`config.mk`:
```
export PLATFORM = sky130hd
export DESIGN_NAME = seq_divider32
export DESIGN_NICKNAME = d
export VERILOG_FILES = /design/src/rtl/div_pkg.sv /design/src/rtl/div_addsub_stage.sv /design/src/rtl/seq_divider32.sv
export SDC_FILE = /design/constraint.sdc
export NUM_CORES = 1
export LEC_CHECK = 0
export CORE_AREA = 2 2 138 140
export CTS_CLUSTER_SIZE = 28
export DETAILED_ROUTE_END_ITERATION = 12
export DIE_AREA = 0 0 140 142
export PLACE_DENSITY = 0.8
export SETUP_SLACK_MARGIN = 0.05
export SLEW_MARGIN = 10
export SYNTH_ARGS = -nofsm -noshare
export SYNTH_HDL_FRONTEND = slang
export SYNTH_SLANG_ARGS = --single-unit
```
`constraint.sdc`:
```
create_clock -name clk -period 3.51 [get_ports clk]
set_input_delay 0.702 -clock clk [delete_from_list [all_inputs] [get_ports clk]]
set_output_delay 0.702 -clock clk [all_outputs]
set_load 0.02 [all_outputs]
```
`src/rtl/div_pkg.sv`:
```
// Shared constants and state encodings for the sequential restoring divider.
// Used by seq_divider32 and div_addsub_stage.
package div_pkg;

   localparam int DIV_WIDTH = 32;
   localparam int DIV_LAT   = DIV_WIDTH + 3;

   localparam logic [DIV_WIDTH-1:0] DIV_ZERO_QUO = '1;

   localparam logic [2:0] ST_IDLE = 3'd0;
   localparam logic [2:0] ST_PREP = 3'd1;
   localparam logic [2:0] ST_RUN  = 3'd2;
   localparam logic [2:0] ST_FIX  = 3'd3;
   localparam logic [2:0] ST_DONE = 3'd4;

   typedef enum logic [2:0] {
      IDLE = ST_IDLE,
      PREP = ST_PREP,
      RUN  = ST_RUN,
      FIX  = ST_FIX,
      DONE = ST_DONE
   } div_state_e;

endpackage

```
`src/rtl/div_addsub_stage.sv`:
```
// N-bit subtract stage (SUB=1 form of the ripple add/sub unit): diff = a - b, borrow on underflow.
// Serves both the per-cycle trial subtract and the 0 - x negations.
module div_addsub_stage
   import div_pkg::*;
#(
   parameter int N = DIV_WIDTH + 1
) (
   input  logic [N-1:0] a,
   input  logic [N-1:0] b,
   output logic [N-1:0] diff,
   output logic         borrow
);

   assign {borrow, diff} = {1'b0, a} - {1'b0, b};

endmodule

```
`src/rtl/seq_divider32.sv`:
```
// Multi-cycle restoring divider, one trial subtract per cycle, valid/ready on both sides.
// Optional SIGNED_DIV_EN macro adds two's-complement operation and the V (MIN / -1) flag.
module seq_divider32
   import div_pkg::*;
#(
   parameter int WIDTH = DIV_WIDTH
) (
   input  logic             clk,
   input  logic             rst_n,
   input  logic             in_valid,
   output logic             in_ready,
   input  logic [WIDTH-1:0] dividend,
   input  logic [WIDTH-1:0] divisor,
   input  logic             div_signed,
   output logic             out_valid,
   input  logic             out_ready,
   output logic [WIDTH-1:0] quotient,
   output logic [WIDTH-1:0] remainder,
   output logic             div_zero,
   output logic             V
);

   localparam int CW = $clog2(WIDTH);

   div_state_e       state_q, state_d;
   logic [CW-1:0]    cnt_q, cnt_d;
   logic [WIDTH:0]   rem_q, rem_d;
   logic [WIDTH-1:0] quo_q, quo_d;
   logic [WIDTH-1:0] dvd_q, dvd_d;
   logic [WIDTH-1:0] dvs_q, dvs_d;
   logic [WIDTH-1:0] quotient_q, quotient_d;
   logic [WIDTH-1:0] remainder_q, remainder_d;
   logic             div_zero_q, div_zero_d;

   logic [WIDTH:0]   rem_sh;
   logic [WIDTH-1:0] quo_sh;
   logic [WIDTH:0]   s0_a, s0_b, s0_diff;
   logic             s0_borrow;
   logic             unused_bits;

   div_addsub_stage #(.N(WIDTH + 1)) u_stage0 (
      .a      (s0_a),
      .b      (s0_b),
      .diff   (s0_diff),
      .borrow (s0_borrow)
   );

`ifdef SIGNED_DIV_EN
   logic             neg_quo_q, neg_quo_d;
   logic             neg_rem_q, neg_rem_d;
   logic             ovf_q, ovf_d;
   logic             v_q, v_d;
   logic [WIDTH:0]   s1_a, s1_b, s1_diff;
   logic             s1_borrow;

   // Second negator lets divisor/remainder be negated in the same cycle as dividend/quotient.
   div_addsub_stage #(.N(WIDTH + 1)) u_stage1 (
      .a      (s1_a),
      .b      (s1_b),
      .diff   (s1_diff),
      .borrow (s1_borrow)
   );

   assign V           = v_q;
   assign unused_bits = ^{rem_q[WIDTH], s1_diff[WIDTH], s1_borrow};
`else
   assign V           = 1'b0;
   assign unused_bits = ^{rem_q[WIDTH], div_signed};
`endif

   assign in_ready  = (state_q == IDLE);
   assign out_valid = (state_q == DONE);
   assign quotient  = quotient_q;
   assign remainder = remainder_q;
   assign div_zero  = div_zero_q;

   always_comb begin
      state_d     = state_q;
      cnt_d       = cnt_q;
      rem_d       = rem_q;
      quo_d       = quo_q;
      dvd_d       = dvd_q;
      dvs_d       = dvs_q;
      quotient_d  = quotient_q;
      remainder_d = remainder_q;
      div_zero_d  = div_zero_q;
      rem_sh      = {rem_q[WIDTH-1:0], quo_q[WIDTH-1]};
      quo_sh      = {quo_q[WIDTH-2:0], 1'b0};
      s0_a        = rem_sh;
      s0_b        = {1'b0, dvs_q};
`ifdef SIGNED_DIV_EN
      neg_quo_d   = neg_quo_q;
      neg_rem_d   = neg_rem_q;
      ovf_d       = ovf_q;
      v_d         = v_q;
      s1_a        = '0;
      s1_b        = {1'b0, dvs_q};
`endif

      unique case (state_q)
         IDLE: begin
            if (in_valid) begin
               dvd_d      = dividend;
               dvs_d      = divisor;
               div_zero_d = 1'b0;
`ifdef SIGNED_DIV_EN
               v_d        = 1'b0;
               neg_rem_d  = div_signed & dividend[WIDTH-1];
               neg_quo_d  = div_signed & (dividend[WIDTH-1] ^ divisor[WIDTH-1]);
               ovf_d      = div_signed && (dividend == {1'b1, {(WIDTH-1){1'b0}}})
                            && (divisor == {WIDTH{1'b1}});
`endif
               if (divisor == '0) begin
                  quotient_d  = {WIDTH{DIV_ZERO_QUO[0]}};
                  remainder_d = dividend;
                  div_zero_d  = 1'b1;
                  state_d     = DONE;
               end else begin
                  state_d = PREP;
               end
            end
         end

         PREP: begin
            rem_d   = '0;
            quo_d   = dvd_q;
            cnt_d   = CW'(WIDTH - 1);
            state_d = RUN;
`ifdef SIGNED_DIV_EN
            s0_a = '0;
            s0_b = {1'b0, dvd_q};
            if (neg_rem_q) begin
               quo_d = s0_diff[WIDTH-1:0];
            end
            // Divisor sign is recovered from the two captured sign flags.
            if (neg_quo_q ^ neg_rem_q) begin
               dvs_d = s1_diff[WIDTH-1:0];
            end
`endif
         end

         RUN: begin
            if (!s0_borrow) begin
               rem_d = s0_diff;
               quo_d = {quo_sh[WIDTH-1:1], 1'b1};
            end else begin
               rem_d = rem_sh;
               quo_d = quo_sh;
            end
            cnt_d = cnt_q - CW'(1);
            if (cnt_q == '0) begin
               state_d = FIX;
            end
         end

         FIX: begin
            quotient_d  = quo_q;
            remainder_d = rem_q[WIDTH-1:0];
            state_d     = DONE;
`ifdef SIGNED_DIV_EN
            s0_a = '0;
            s0_b = {1'b0, quo_q};
            s1_b = rem_q;
            v_d  = ovf_q;
            if (neg_quo_q) begin
               quotient_d = s0_diff[WIDTH-1:0];
            end
            if (neg_rem_q) begin
               remainder_d = s1_diff[WIDTH-1:0];
            end
`endif
         end

         DONE: begin
            if (out_ready) begin
               state_d = IDLE;
            end
         end

         default: state_d = IDLE;
      endcase
   end

   always_ff @(posedge clk or negedge rst_n) begin
      if (!rst_n) begin
         state_q     <= IDLE;
         cnt_q       <= '0;
         rem_q       <= '0;
         quo_q       <= '0;
         dvd_q       <= '0;
         dvs_q       <= '0;
         quotient_q  <= '0;
         remainder_q <= '0;
         div_zero_q  <= 1'b0;
`ifdef SIGNED_DIV_EN
         neg_quo_q   <= 1'b0;
         neg_rem_q   <= 1'b0;
         ovf_q       <= 1'b0;
         v_q         <= 1'b0;
`endif
      end else begin
         state_q     <= state_d;
         cnt_q       <= cnt_d;
         rem_q       <= rem_d;
         quo_q       <= quo_d;
         dvd_q       <= dvd_d;
         dvs_q       <= dvs_d;
         quotient_q  <= quotient_d;
         remainder_q <= remainder_d;
         div_zero_q  <= div_zero_d;
`ifdef SIGNED_DIV_EN
         neg_quo_q   <= neg_quo_d;
         neg_rem_q   <= neg_rem_d;
         ovf_q       <= ovf_d;
         v_q         <= v_d;
`endif
      end
   end

endmodule

```
==> results.md <==
- Total number of vias: 8490
- Setup repair bufs after CTS: 0
- Leakage power: 5.593 nW
- Longest Clk Path Bufs: 3
- YS warnings: 0
- GP Congestion: 0.8974
- Crit path max fanout: 20
- Crit end category: flip-flop
- Pin count of the biggest net entering global routing: between 70 and 80
- Count of state elements after synthesis: 201
- Overall Global Routing Usage: 0.2599
- Layout cell share with drive strength beyond 1: 0.09129
- Part of the Yosys area used for sequential elements: 0.4938
- Synth Area in Adders: 0.04373
- Post-synthesis cell area: 0.01019 mm²
- Synth area leaders: dfrtp_1, nand2_1, ha_1, a31oi_1, mux2_2
- Vias in the first global route: between 8000 and 9000
- Placed instance area: 0.01175 mm²
- Largest family of logic cells by synthesized area: compound AO/OA/AOI/OAI gates
- Final setup fails: 0
- HP Class: input port to async pin
- Failing checks: design-rule violations
- WL/cell: 18.10 µm
- Worst rel slew slack: 0.3949
- Final setup TNS: 0 ns
- CTS Sinks: 201
- DIE WIDTH: 140 µm
- Io pins: 137
- FF-to-FF path depth: 10
- Post-synth top area share: 0.4938
- Hold_buf cts: 0
- Root buffer cell: clkbuf_16
- Clk Latency, worst-skew pair: 0.50 ns
- RSZ-0062 raised after global routing: no
- Nets: 1284
- Area growth syn-to-layout: 22.60%
- Ys flop type: dfrtp_1
- Hpwl dp: around 18000 µm
- Num rows: 50
- Gr ovfl total: 0
- Async S/R FF share, synth: 1.000
- Total Power Consumption: 13.45 mW
- Syn Nets: 1171
- Yosys cell types: 70
- Critical path class: flip-flop to flip-flop
- Worst setup startpoint: rem_q[11]
- Yosys top cell by area: dfrtp_1
- Synthesized area per cell: 9.546 µm²
- Tmin final: 3.142 ns
- Hold_ws: 0.2205 ns
- Iter 0 DRT Violations: 742
- Post-Synth Simple-Gate Area: 0.1496
- Peak supply drop: 0.6289 mV
- Via density: approximately 6
- Max Freq: 318.3 MHz
- EDFF count, synth: 0
- Xor/xnor share of the synthesized area: 0.02408
- DR DRC count: 11
- Mux cell area share after synthesis: 0.06215
- Post-synthesis compound-gate area fraction: 0.1795
- Critical Path Start Type: flip-flop
- First-pass GRT wire length: 42020 µm
- Die area: 0.01988 mm²
- Fin. max-slew vios: 0
- H-Tree Depth: 1
- Final Core Density: 0.6767
- CTS tree: yes
- Reg clk slew, reported paths: ~0.060 ns
- Reg2Reg Setup Slack: 0.37 ns
- Routed Antenna Nets: 0
- TritonCTS buffer count: 21
- Max Clock Skew: 0.01508 ns
- Pre-antenna DRT Iters: 10
- Antenna violations before repair: 0
- Worst r2r src: rem_q[11]
- Max-cap violations: 0
- Cell area after layout: 0.01249 mm²
- # diodes: 0
- Worst endpoint data arrival time: 3.57 ns
- Status: complete, but fails checks
- Final hold violations: 0
- Final cycle utilization of the critical path: 0.8950
- Total core area: 0.01846 mm²
- Post-cts sizing count: 0
- Initial Utilization: 0.5519
- Worst-Margin Slew: 0.9076 ns
- Die Height: 142 µm
- R2R Path End: rem_q[27]
- Power Dens Cells: 1077 mW/mm²
- Final wirelength: 25850 µm
- Port Buf Inserts: 134
- Gate Count Post-Synth: 1067
- Worst path required time: 3.93 ns
[where the power goes]
group	internal, mW	switching [mW]	total (mW)
combinational	3.04	3.84	6.88
sequential	3.43	0.756	4.18
clock	1.46	0.931	2.39
[Yosys cell counts (all sizes together) (4+ instances only)]
cell	number
o211ai	4
nand2b	10
a31oi	65
inv	42
a32oi	9
clkbuf	49
o21ai	78
a21boi	4
ha	34
and2	10
xnor2	15
nand2	201
o21a	4
mux2i	25
buf	18
a21oi	39
nor4	10
nor3	4
xor2	13
dfrtp	201
a21o	10
nand3	8
and3	7
a2111o	4
mux2	34
nor2	85
nand4	6
o22a	32
[worst max-delay path by stage]
stage / slack (ns) / endpoint / cells past startpoint
after floorplan: 0.78 / rem_q[14] / 11
after global routing: 0.19 / rem_q[28] / 11
final: 0.37 / rem_q[27] / 10
after global placement: 0.51 / rem_q[27] / 10
after CTS: 0.40 / rem_q[27] / 10
after detailed placement: 0.44 / rem_q[11] / 10
[cells in the final DEF (no fill, tap or decap), types with 4 or more instances in the layout]
cell type,n
clkbuf_16,21
buf_12,4
mux2i_1,25
xor2_1,13
buf_4,19
a21oi_1,39
clkinv_2,6
nand4_1,6
nor2_1,85
o21ai_1,20
o22a_1,31
bufinv_16,4
ha_1,34
a21o_1,10
and3_1,6
nand2b_1,10
o21a_1,4
and2_1,8
a2111o_1,4
xnor2_1,15
a32oi_1,9
nand3_1,8
o21ai_0,58
a31oi_1,65
nand2_1,200
mux2_2,34
clkdlybuf4s50_1,133
nor4_1,10
nor3_1,4
inv_1,42
dfrtp_1,201
clkbuf_8,4
[logic make-up after synthesis]
family	after synthesis
AO/OA/AOI/OAI	277
adder cells (fa/ha/maj)	35
multiplexers	59
AND/OR/NAND/NOR	357
other	1
buffers and inverters	109
XOR/XNOR	28
flip-flops	201
[final cells by class]
| type | instances | area [µm²] |
|---|---|---|
| Tap cell | 234 | 292.8 |
| Clock inverter | 13 | 175.2 |
| Inverter | 42 | 157.7 |
| Sequential cell | 201 | 5030 |
| Fill cell | 1421 | 5967 |
| Multi-Input combinational cell | 757 | 4698 |
| Clock buffer | 24 | 566.8 |
| Timing Repair Buffer | 157 | 1568 |
[state kept, by name (all words and copies together) (netlist names)]
| register | count |
|---|---|
| cnt_q | 5 |
| div_zero | 1 |
| dvd_q | 32 |
| dvs_q | 32 |
| quo_q | 32 |
| quotient | 32 |
| rem_q | 32 |
| remainder | 32 |
| state_q | 3 |
[stage by stage]
stage,cells,worst slack [ns]
CTS,1428,0.4015
floorplan,1067,0.7781
global route,1428,0.1861
finish,1428,0.3684
global placement,1391,0.5085
detailed placement,1391,0.4434
[metal layers]
metal / share of wire / wire [µm] / global-route usage
met1: 0.42 / 10910 / 0.3422
met3: 0.057 / 1480 / 0.03634
met2: 0.47 / 12270 / 0.4343
met5: 0 / 0 / 0
met4: 0.046 / 1180 / 0.1154
[critical path, cell delays in order, from the launching register on]
cell and delay [ns]:
dfrtp_1 0.45, ha_1 0.41, nand2_1 0.11, o22ai_1 0.25, and2b_1 0.27, a211oi_4 0.40
o211ai_4 0.16, and2_4 0.19, buf_12 0.16, or4_1 0.56, nand2_1 0.09
Power figures use the tool's default switching activity.
